`src/rtl/pe_seq_pkg.sv`:
```
// pe_seq_pkg: state encoding and default widths for the PE start sequencer.
package pe_seq_pkg;

    localparam int NUM_PE_DEF    = 8;
    localparam int CNT_WIDTH_DEF = 16;
    localparam int GAP_WIDTH_DEF = 4;

    typedef enum logic [2:0] {
        IDLE      = 3'd0,
        RAMP_UP   = 3'd1,
        RUN       = 3'd2,
        RAMP_DOWN = 3'd3,
        DONE      = 3'd4
    } state_t;

endpackage

```
`src/rtl/pe_seq_walker.sv`:
```
// pe_seq_walker: idx/gcnt stepper producing one tile strobe every gap+1 enabled cycles.
module pe_seq_walker
    import pe_seq_pkg::*;
#(
    parameter int NUM_PE    = NUM_PE_DEF,
    parameter int GAP_WIDTH = GAP_WIDTH_DEF
) (
    input  logic                 clk,
    input  logic                 reset,
    input  logic                 clear,
    input  logic                 en,
    input  logic [GAP_WIDTH-1:0] gap,
    output logic [NUM_PE-1:0]    step,
    output logic                 last
);

    localparam int IW = NUM_PE > 1 ? $clog2(NUM_PE) : 1;

    logic [IW-1:0]        idx;
    logic [GAP_WIDTH-1:0] gcnt;
    logic                 hit;

    assign hit  = en && gcnt == gap;
    assign step = hit ? NUM_PE'(1) << idx : '0;
    assign last = hit && idx == IW'(NUM_PE - 1);

    // gcnt counts gap cycles, idx advances one tile slot each time the gap elapses
    always_ff @(posedge clk) begin
        if (reset || clear) begin
            idx  <= '0;
            gcnt <= '0;
        end else if (en) begin
            gcnt <= hit ? '0 : gcnt + GAP_WIDTH'(1);
            idx  <= hit ? idx + IW'(1) : idx;
        end
    end

endmodule

```
`src/rtl/pe_start_sequencer.sv`:
```
// pe_start_sequencer: wavefront ramp-up/run/ramp-down of per-tile ap_start; optional freeze via PE_SEQ_STALL_EN.
module pe_start_sequencer
    import pe_seq_pkg::*;
#(
    parameter int NUM_PE    = NUM_PE_DEF,
    parameter int CNT_WIDTH = CNT_WIDTH_DEF,
    parameter int GAP_WIDTH = GAP_WIDTH_DEF
) (
    input  logic                 clk,
    input  logic                 reset,
    input  logic                 cmd_valid,
    output logic                 cmd_ready,
    input  logic [NUM_PE-1:0]    cmd_mask,
    input  logic [CNT_WIDTH-1:0] cmd_cycles,
    input  logic [GAP_WIDTH-1:0] cmd_gap,
    input  logic                 abort,
    output logic [NUM_PE-1:0]    ap_start,
    output logic                 busy,
    output logic                 done
`ifdef PE_SEQ_STALL_EN
    ,
    input  logic                 stall
`endif
);

    state_t               state;
    logic [NUM_PE-1:0]    mask_q, ap_reg, step;
    logic [CNT_WIDTH-1:0] cyc_q, run_cnt;
    logic [GAP_WIDTH-1:0] gap_q;
    logic                 stall_i, last, go, ramp, run_end, abort_ok, clr;

`ifdef PE_SEQ_STALL_EN
    assign stall_i  = stall;
    assign ap_start = ap_reg & ~{NUM_PE{stall}};
`else
    assign stall_i  = 1'b0;
    assign ap_start = ap_reg;
`endif

    assign cmd_ready = state == IDLE;
    assign busy      = state != IDLE;
    assign done      = state == DONE;
    assign go        = cmd_valid && state == IDLE && |cmd_mask && |cmd_cycles;
    assign ramp      = state == RAMP_UP || state == RAMP_DOWN;
    assign run_end   = state == RUN && run_cnt == CNT_WIDTH'(1);
    assign abort_ok  = abort && (state == RAMP_UP || state == RUN);
    assign clr       = !stall_i && (go || run_end || abort_ok);

    pe_seq_walker #(.NUM_PE(NUM_PE), .GAP_WIDTH(GAP_WIDTH)) u_walker (
        .clk   (clk),
        .reset (reset),
        .clear (clr),
        .en    (ramp && !stall_i),
        .gap   (gap_q),
        .step  (step),
        .last  (last)
    );

    // sequence FSM: set enables on the way up, count the run, clear on the way down; everything holds while stalled
    always_ff @(posedge clk) begin
        if (reset) begin
            state   <= IDLE;
            ap_reg  <= '0;
            mask_q  <= '0;
            cyc_q   <= '0;
            gap_q   <= '0;
            run_cnt <= '0;
        end else if (!stall_i) begin
            case (state)
                IDLE: if (cmd_valid) begin
                    mask_q <= cmd_mask;
                    cyc_q  <= cmd_cycles;
                    gap_q  <= cmd_gap;
                    state  <= go ? RAMP_UP : DONE;
                end
                RAMP_UP: if (abort) begin
                    state <= RAMP_DOWN;
                end else begin
                    ap_reg <= ap_reg | (step & mask_q);
                    if (last) begin
                        state   <= RUN;
                        run_cnt <= cyc_q;
                    end
                end
                RUN: if (abort || run_end) state <= RAMP_DOWN;
                     else run_cnt <= run_cnt - CNT_WIDTH'(1);
                RAMP_DOWN: begin
                    ap_reg <= ap_reg & ~step;
                    if (last) state <= DONE;
                end
                DONE: state <= IDLE;
                default: state <= IDLE;
            endcase
        end
    end

endmodule

```
`config.mk`:
```
export PLATFORM = sky130hd
export DESIGN_NAME = pe_start_sequencer
export DESIGN_NICKNAME = d
export VERILOG_FILES = /design/src/rtl/pe_seq_pkg.sv /design/src/rtl/pe_seq_walker.sv /design/src/rtl/pe_start_sequencer.sv
export SDC_FILE = /design/constraint.sdc
export NUM_CORES = 1
export LEC_CHECK = 0
export BUFFER_PORTS_ARGS = -buffer_cell sky130_fd_sc_hd__clkbuf_2
export CORE_AREA = 2 2 77 79
export DETAILED_ROUTE_END_ITERATION = 16
export DIE_AREA = 0 0 79 81
export PLACE_DENSITY = 0.84
export SETUP_SLACK_MARGIN = 0.02
export SYNTH_ARGS = -nofsm -noshare
export SYNTH_HDL_FRONTEND = slang
export SYNTH_SLANG_ARGS = --single-unit
```
`constraint.sdc`:
```
create_clock -name clk -period 7.2 [get_ports clk]
set_clock_uncertainty 0.2 [all_clocks]
set_input_delay 1.08 -clock clk [delete_from_list [all_inputs] [get_ports clk]]
set_output_delay 1.08 -clock clk [all_outputs]
set_load 0.01 [all_outputs]
```
==> results of run 1 <==
-- power breakdown --
group,switching (mW),leakage (nW),total [mW],internal [mW]
Sequential,0.0535,0.504,0.449,0.396
Clock,0.135,0.115,0.365,0.230
Combinational,0.274,0.718,0.431,0.157
Total,0.463,1.34,1.25,0.783
-- cells by family (layout without fill, tap and decap cells) --
group	after synthesis	in the layout
adder cells (fa/ha/maj)	9	9
XOR/XNOR	8	8
flip-flops	62	62
buffers and inverters	37	71
AO/OA/AOI/OAI	107	107
multiplexers	3	3
AND/OR/NAND/NOR	159	159
-- registers in the layout, summed over array words and instances (netlist names) --
name and cells:
cyc_q 16, run_cnt 16, ap_start 8, mask_q 8, gap_q 4, u_walker.gcnt 4
state 3, u_walker.idx 3
-- cells in the mapped netlist (all sizes together) (5+ instances only) --
cell type / number / area share
nand2: 78 / 0.091
dfxtp: 62 / 0.39
a21oi: 58 / 0.10
nor2: 22 / 0.027
buf: 14 / 0.026
o32ai: 13 / 0.061
clkbuf: 12 / 0.014
nor4: 12 / 0.030
inv: 11 / 0.013
nor3: 10 / 0.016
ha: 9 / 0.035
a31oi: 7 / 0.014
a311oi: 6 / 0.016
nand3: 6 / 0.0093
nand4: 5 / 0.0097
xnor2: 5 / 0.014
-- worst max-delay path by stage --
stage	start	end	slack (ps)
2_1_floorplan	abort	run_cnt[10]	4590
3_3_place_gp	cmd_valid	u_walker.idx[2]	4000
3_5_place_dp	cmd_valid	u_walker.gcnt[2]	3930
4_1_cts	u_walker.idx[0]	run_cnt[4]	4230
5_1_grt	u_walker.idx[0]	run_cnt[4]	4000
6_report	u_walker.idx[0]	run_cnt[4]	4190
-- placed cells by master, fill, tap and decap left out, drive strengths merged, types with 3 or more instances in the layout --
cell	count
nand4	5
nand3	6
bufinv	3
nor3	10
or4	3
xor2	3
o32ai	13
dfxtp	62
nor2	22
nor3b	4
a21oi	58
a22oi	4
a311oi	6
a31oi	7
a41oi	3
nand2	78
mux2i	3
xnor2	5
nand2b	3
ha	9
inv	11
a211oi	3
nor4	12
or3	3
clkbuf	54
and2	4
-- through the flow --
step           total power, mW  instance area [sq um]
6_report                 1.246                   3631
5_1_grt                  1.315                   3631
4_1_cts                  1.241                   3631
3_5_place_dp            0.8765                   3401
3_3_place_gp            0.8597                   3401
2_1_floorplan           0.7866                   3212
-- final cells by class --
type | count | area [sq um]
clock buffers | 12 | 135.1
clock inverters | 4 | 95.09
fillers | 481 | 2044
inverters | 11 | 41.29
multi-input cells | 286 | 1799
flip-flops and latches | 62 | 1241
well taps | 75 | 93.84
repair buffers | 44 | 225.2
-- worst min-delay path, cell delays in order (launching register included) --
cell and delay (ps):
dfxtp_1 310, nand2_1 50, a21oi_1 50
-- routing by layer --
metal	GRT usage	vias up	part of all wire
li1	-	1451	-
met1	0.3178	1428	0.43
met2	0.4288	97	0.50
met3	0.06111	13	0.049
met4	0.1190	0	0.020
met5	0	-	0
==> flow_summary.json, run 1 <==
{
  "cts_tree": "built",
  "hp-class": "flop to flop",
  "syn_avg_cell_area_sq_um": 8.342,
  "vias": 2989,
  "synth_compound_area_frac": 0.2485,
  "numCtsBuffers": 9,
  "synth_area_sq_mm": 0.003212,
  "design.portCount": 43,
  "clkTransAtPathRegs_ps": 70,
  "hold_viol": 0,
  "clock-root-buffer": "clkbuf_8",
  "h-tree-depth": 3,
  "maxCapViolCount": 0,
  "crit_path_frequent_cell": "ha_1",
  "yosys.area_share.xor_xnor": 0.02182,
  "post_route_cells_drive_above_1_share": 0.2076,
  "gp_congestion": 0.8937,
  "ant_nets": 0,
  "hold-path-cell-count": 2,
  "final.setup.tns_ps": 0,
  "syn_nets": 426,
  "vdd_drop_max_uv": 306.5,
  "viasPerCell": 6.051,
  "rr_endpoint": "run_cnt[4]",
  "reg2reg_slack_ps": 4190,
  "synth_cell_types": 56,
  "firstDrtPassIters": 4,
  "ys_ff_latch": 62,
  "synth-simple-area-share": 0.2454,
  "layout_min_cycle_time_ps": 3010,
  "overflow": 0,
  "crit_type": "flop to flop",
  "die_x_microns": 79,
  "ctsResizeCount": 0,
  "post_layout_nonfiller_instances": 494,
  "start_kind": "flop",
  "clock_latency_ps": 340,
  "cts_max_path_buffers": 2,
  "cp.required_ps": 7200,
  "synth-main-ff-cell": "dfxtp_1",
  "min_from": "cyc_q[3]",
  "synthCells": 385,
  "cp_num_cells": 7,
  "post-place-cells": 478,
  "num_rows": 28,
  "grt_max_degree": 56,
  "area_growth_pct": 13.05,
  "cp_top_family": "simple AND/OR/NAND/NOR gates",
  "fin_util": 0.6398,
  "whs_endpoint": "cyc_q[3]",
  "port_buffers": 42,
  "synth_mux_area_frac": 0.009349,
  "power_leakage_nw": 1.337,
  "synth_top_family_by_area": "compound AO/OA/AOI/OAI gates",
  "drt_drc_violations_left": 0,
  "grt_pass1_wl_microns": 12840,
  "synth_adder_area_share": 0.03506,
  "post-place-ws_ps": 3927,
  "routed_wl_microns": 7827,
  "drt_iter0_markers": 187,
  "final_max_slew_viol_count": 0,
  "slowest_stage": "or2_0",
  "powerDensity_mw_per_mm2": 343.1,
  "antenna_found_initial": 0,
  "cts.sinks": 62,
  "critPathBufInv": 1,
  "seq_area_frac_synth": 0.3864,
  "avgRoutedWirePerCell_microns": 15.84,
  "initial_core_util": 0.5659,
  "status": "finished clean",
  "rsz0062_at_grt": "no",
  "path_max_fanout": 16,
  "coreArea_sq_mm": 0.005675,
  "fin_crit_sh": 0.4181,
  "antenna_cells": 0,
  "ys_warn_count": 0,
  "slowest_delay_ps": 680,
  "die_area_sq_mm": 0.006399,
  "grt_pass1_vias": 2748,
  "die_h_microns": 81,
  "num-nets-final": 455,
  "cts_hold_buf": 0,
  "worstMarginPinSlew_ps": 1344,
  "setup_viol": 0,
  "r2r-start": "u_walker.idx[0]",
  "max_freq_mhz": 332.2,
  "cp_cell_sequence": "ha_1, ha_1, inv_2, or4_4, or2_0, a22oi_1, o32ai_2",
  "grt_util_all_layers": 0.2577,
  "synth-edff-count": 0,
  "cp-end-kind": "flop",
  "cp.arrival_ps": 3010,
  "async_reset_ff_frac": 0,
  "slew_headroom": 0.1043,
  "place_hpwl_microns": 5231,
  "worstRegToRegCells": 7,
  "worst_slack_ps": 4190,
  "worst_hold_slack_ps": 258.2,
  "post-cts-setup-buffer-count": 0
}
No activity file was read; power rests on OpenSTA's default activity.
==> run 2, diff against run 1 <==
ABC_AREA = 1   (was default)
CORE_AREA = 2 2 80 82   (was 2 2 77 79)
DIE_AREA = 0 0 82 84   (was 0 0 79 81)
PLACE_DENSITY = 0.82   (was 0.84)
clock period = 3 ns   (was 7.2 ns; I/O delays follow)
==> run 2 against run 1 <==
  * Synthesized cell count rose by 38%
  * Sequential cell count did not move
  * Area after synthesis rose by 5.9%
  * Register-to-register slack got worse by 3500 ps
  * Sequential power rose to 2.5 times the previous value
  * Maximum frequency rose by 31%
  * Global-route usage rose by 0.54 points
  * Clock power rose by 110%
  * Wire length rose by 8.2%
  * Non-clock buffer count rose by 5
  * Worst setup slack got worse by 3500 ps
  * Combinational power rose to 3.9 times the previous value
  * Critical path type unchanged
  * Highest routed layer unchanged
==> flow_summary.json, run 2 <==
{
  "netlist_top_cells_area": "dfxtp_1, nand2_1, nand3_1",
  "antenna_cells": 0,
  "h-tree-depth": 3,
  "clock_latency_ps": 340,
  "synthTopCellsByCount": "nand2_1, nor2_1, nand3_1",
  "port_buffers": 42,
  "slew_headroom": 0.6582,
  "whs_endpoint": "gap_q[1]",
  "drt_iter0_markers": 221,
  "cts_max_path_buffers": 2,
  "fin_crit_sh": 0.7657,
  "place_hpwl_microns": 6106,
  "worstRegToRegCells": 13,
  "area_growth_pct": 13.50,
  "hp-class": "input pin to flop",
  "die_area_sq_mm": 0.006888,
  "fillers": 564,
  "grt_pass1_wl_microns": 14200,
  "synth.top_cell.area_share": 0.3650,
  "yosys.area_share.xor_xnor": 0.002575,
  "reg2reg_slack_ps": 700,
  "num-nets-final": 612,
  "synth-simple-area-share": 0.4018,
  "synth_top_family_by_area": "simple AND/OR/NAND/NOR gates",
  "syn_nets": 572,
  "r2r-start": "u_walker.gcnt[0]",
  "pwr-share-seq": 0.321,
  "max_freq_mhz": 435.4,
  "drt_drc_violations_left": 0,
  "clkTransAtPathRegs_ps": 70,
  "reg_top3": "cyc_q x16, run_cnt x16",
  "cp.arrival_ps": 2330,
  "cp-end-kind": "flop",
  "layout_min_cycle_time_ps": 2297,
  "worst_hold_slack_ps": 169.1,
  "slowest_stage": "dfxtp_1",
  "ys_warn_count": 0,
  "maxCapViolCount": 0,
  "worstMarginPinSlew_ps": 512.7,
  "rsz0062_at_grt": "no",
  "final.setup.tns_ps": 0,
  "register_area_sq_mm": 0.001241,
  "grt_max_degree": 39,
  "firstDrtPassIters": 5,
  "crit_path_frequent_cell": "nand2_1",
  "powerDensity_mw_per_mm2": 922.8,
  "worst_slack_ps": 703.0,
  "grt_util_all_layers": 0.2631,
  "power_leakage_nw": 1.773,
  "mostFrequentLayoutCell": "nand2_1",
  "start_kind": "flop",
  "critPathBufInv": 4,
  "cts_hold_buf": 0,
  "ctsResizeCount": 0,
  "path_max_fanout": 14,
  "num_rows": 29,
  "cp_cell_sequence": "inv_2, nand2_1, nand2_1, nor2_4, inv_1, nor2_2, nand3_1, buf_4, nand2_2, buf_4, nand2_1, nand2_1, nor2_1",
  "p_switching_mw": 1.586,
  "cp.required_ps": 3040,
  "grt_pass1_vias": 3350,
  "p_total_mw": 3.562,
  "final_max_slew_viol_count": 0,
  "rr_endpoint": "run_cnt[0]",
  "final_cell_mix": "nand2_1, nor2_1, nand3_1, dfxtp_1, inv_1",
  "synth-edff-count": 0,
  "async_reset_ff_frac": 0,
  "cts.sinks": 62,
  "cts_tree": "built",
  "synthCells": 531,
  "overflow": 0,
  "p_comb_frac": 0.468,
  "synth_adder_area_share": 0.03311,
  "power.internal_mw": 1.976,
  "hold-path-cell-count": 3,
  "min_from": "cmd_gap[1]",
  "die_x_microns": 82,
  "pwr-share-clk": 0.211,
  "synth_compound_area_frac": 0.1063,
  "initial_core_util": 0.5579,
  "p_sw_frac": 0.4453,
  "vias": 3542,
  "post-place-ws_ps": 797.1,
  "synth_mux_area_frac": 0,
  "multi_input_area_sq_mm": 0.001849,
  "synth-main-ff-cell": "dfxtp_1",
  "synth.most_common_cell": "nand2_1",
  "gp_congestion": 0.9231,
  "crit_type": "flop to flop",
  "synth_area_sq_mm": 0.003401,
  "clock-root-buffer": "clkbuf_8",
  "slowest_delay_ps": 400,
  "ant_nets": 0,
  "synth_cell_types": 30,
  "hold_viol": 0,
  "avgRoutedWirePerCell_microns": 12.97,
  "post-cts-setup-buffer-count": 0,
  "cp_top_family": "simple AND/OR/NAND/NOR gates",
  "numCtsBuffers": 9,
  "routed_wl_microns": 8472,
  "antenna_found_initial": 0,
  "viasPerCell": 5.424,
  "ys_ff_latch": 62,
  "yosys.area.top_type": "dfxtp_1",
  "post_route_cells_drive_above_1_share": 0.1424,
  "syn_avg_cell_area_sq_um": 6.404,
  "die_h_microns": 84,
  "design.portCount": 43,
  "coreArea_sq_mm": 0.006096,
  "seq_area_frac_synth": 0.3650,
  "vdd_drop_max_uv": 726.2,
  "status": "finished clean",
  "placed_area_sq_mm": 0.003660,
  "final_area_sq_mm": 0.003860,
  "setup_viol": 0
}
run 2: area by class of cell:
class,instances,share of cell area
well taps,77,0.02496
multi-input cells,393,0.4791
flip-flops and latches,62,0.3216
inverters,56,0.05446
repair buffers,49,0.06807
clock inverters,4,0.01167
clock buffers,12,0.04019
run 2: through the flow:
| step | util | cells |
|---|---|---|
| 3_3_place_gp | 0.6004 | 637 |
| 6_report | 0.6332 | 653 |
| 5_1_grt | 0.6332 | 653 |
| 3_5_place_dp | 0.6004 | 637 |
| 4_1_cts | 0.6332 | 653 |
| 2_1_floorplan | - | 531 |
run 2: cell families (layout without fill, tap and decap cells):
family	count (synthesis)	in the layout
buf+inv	76	121
fa+ha+maj	9	9
compound gates	71	71
xor+xnor	1	1
flops	62	62
simple gates	312	312
run 2: how the worst max path moves through the flow:
stage | slack (ps) | cells past startpoint | from | end
4_1_cts | 730 | 13 | u_walker.gcnt[0] | run_cnt[0]
2_1_floorplan | 1400 | 4 | state[2] | cmd_ready
5_1_grt | 490 | 13 | u_walker.gcnt[0] | run_cnt[8]
6_report | 700 | 13 | u_walker.gcnt[0] | run_cnt[0]
3_5_place_dp | 800 | 13 | u_walker.gcnt[0] | run_cnt[0]
3_3_place_gp | 900 | 13 | u_walker.gcnt[0] | run_cnt[0]
run 2: per-layer routing:
layer | GRT usage | vias to the layer above | wire (microns)
met4 | 0.1152 | 0 | 132
met5 | 0 | - | 0
met1 | 0.3116 | 1622 | 3552
met3 | 0.05628 | 14 | 463
li1 | - | 1796 | -
met2 | 0.4472 | 110 | 4323
run 2: tightest hold or removal path, delay by kind of cell:
| family | cells | cell delay [ps] |
|---|---|---|
| AOI/OAI and AO/OA | 1 | 60 |
| buffers and inverters | 1 | 80 |
| and+or+nand+nor | 1 | 70 |
run 2: power by group through the flow:
stage | sequential, mW | clock (mW) | combinational [mW]
final | 1.14 | 0.753 | 1.67
after CTS | 1.14 | 0.758 | 1.66
after global routing | 1.16 | 0.796 | 1.91
after global placement | 1.15 | 0 | 1.59
after detailed placement | 1.16 | 0 | 1.64
after floorplan | 1.12 | 0 | 1.30
==> run 3, diff against run 2 <==
clock period = 2.2 ns   (was 3 ns; I/O delays follow)
==> run 3 against run 2 <==
  * Critical endpoint is now cmd_ready
  * Sequential cell count stayed put
  * Highest routed layer unchanged
  * First-iteration DRC count is 16% higher
  * Die area stayed put
==> flow_summary.json, run 3 (synthesis gave the netlist of run 2 again) <==
{
  "busiest_layer": "met2",
  "crit_type": "flop to output port",
  "hold_viol": 0,
  "fin_crit_sh": 0.8969,
  "design.portCount": 43,
  "area_growth_pct": 13.36,
  "fillers": 580,
  "maxCapViolCount": 0,
  "grt_pass1_wl_microns": 14590,
  "place_hpwl_microns": 5970,
  "powerDensity_mw_per_mm2": 1230,
  "grt_max_degree": 39,
  "cts_tree": "built",
  "reg_top3": "cyc_q x16, run_cnt x16",
  "avgRoutedWirePerCell_microns": 12.87,
  "post-place-cells": 640,
  "final.setup.tns_ps": 0,
  "worst_hold_slack_ps": 34.24,
  "mostFrequentLayoutCell": "nand2_1",
  "grt_util_met3": 0.06710,
  "worst_slack_ps": 226.9,
  "met2_usage": 0.4339,
  "numCtsBuffers": 9,
  "vdd_drop_max_uv": 707.0,
  "fin_util": 0.6324,
  "overflow": 0,
  "cp-end-kind": "output port",
  "worstMarginPinSlew_ps": 485.9,
  "port_buffers": 42,
  "hp-class": "input pin to flop",
  "placed_area_sq_mm": 0.003682,
  "start_kind": "flop",
  "final_max_slew_viol_count": 0,
  "h-tree-depth": 3,
  "die_x_microns": 82,
  "die_h_microns": 84,
  "grt_util_met1": 0.3236,
  "antenna_cells": 0,
  "firstDrtPassIters": 5,
  "setup_viol": 0,
  "clock_latency_ps": 340,
  "status": "finished clean",
  "cts.sinks": 62,
  "ant_nets": 0,
  "rsz0062_at_grt": "no",
  "antenna_found_initial": 0,
  "gp_congestion": 0.8830,
  "routed_wl_microns": 8443,
  "clock-root-buffer": "clkbuf_8",
  "post_route_cells_drive_above_1_share": 0.1451,
  "path_max_fanout": 20,
  "num-nets-final": 615,
  "cp.required_ps": 1670,
  "grt_pass1_vias": 3340,
  "vias": 3546,
  "grt_util_all_layers": 0.2708,
  "initial_core_util": 0.5579,
  "p_total_mw": 4.740,
  "cts_max_path_buffers": 2,
  "viasPerCell": 5.405,
  "coreArea_sq_mm": 0.006096,
  "layout_min_cycle_time_ps": 1973,
  "post-place-ws_ps": 224.2,
  "post_layout_nonfiller_instances": 656,
  "cts_hold_buf": 0,
  "final_area_sq_mm": 0.003855,
  "final_cell_mix": "nand2_1, nor2_1, nand3_1, dfxtp_1, inv_1",
  "power_leakage_nw": 1.768,
  "slew_headroom": 0.6741,
  "max_freq_mhz": 506.8,
  "drt_drc_violations_left": 0,
  "die_area_sq_mm": 0.006888,
  "drt_iter0_markers": 257,
  "clkTransAtPathRegs_ps": 70,
  "num_rows": 29,
  "cp.arrival_ps": 1440
}
## run 3: area by class of cell
cell class                 count  area (sq um)  area share
clock buffer                  12         145.1     0.03765
clock inverter                 4         22.52    0.005842
inverter                      56         210.2     0.05453
multi-input combinational    393          1854      0.4810
sequential                    62          1241      0.3220
tap                           77         96.34     0.02499
timing repair buffer          52         285.3     0.07400
## run 3: critical path, stage by stage, from the launching register on
cell and delay (ps):
dfxtp_1 350, inv_1 110, nand2_1 110, inv_1 90, buf_4 260, clkbuf_2 180
## run 3: path summary, 6_finish.rpt
check,startpoint,depth (start not counted),slack [ps],endpoint
worst max-delay path,state[2],5,230,cmd_ready
worst min-delay path,cmd_gap[1],3,30,gap_q[1]
worst max register to register,u_walker.gcnt[0],11,250,run_cnt[12]
worst min register to register,ap_start[6],2,250,ap_start[6]
## run 3: report_power, final
group          switching, mW  leakage [nW]  internal, mW
registers              0.187         0.506          1.37
logic                   1.53          1.18         0.765
clock network          0.452        0.0861         0.434
total                   2.17          1.77          2.57
## run 3: layer usage
layer	wire, microns	up-vias	part of all wire
met5	0	-	0
met4	328	0	0.039
met3	524	34	0.062
met2	4118	116	0.49
met1	3472	1600	0.41
li1	-	1796	-
## run 3: what timing repair did
item	4_1_cts	5_1_grt
resized for setup	0	1
setup endpoints to repair	0	5
buffers inserted	0	0
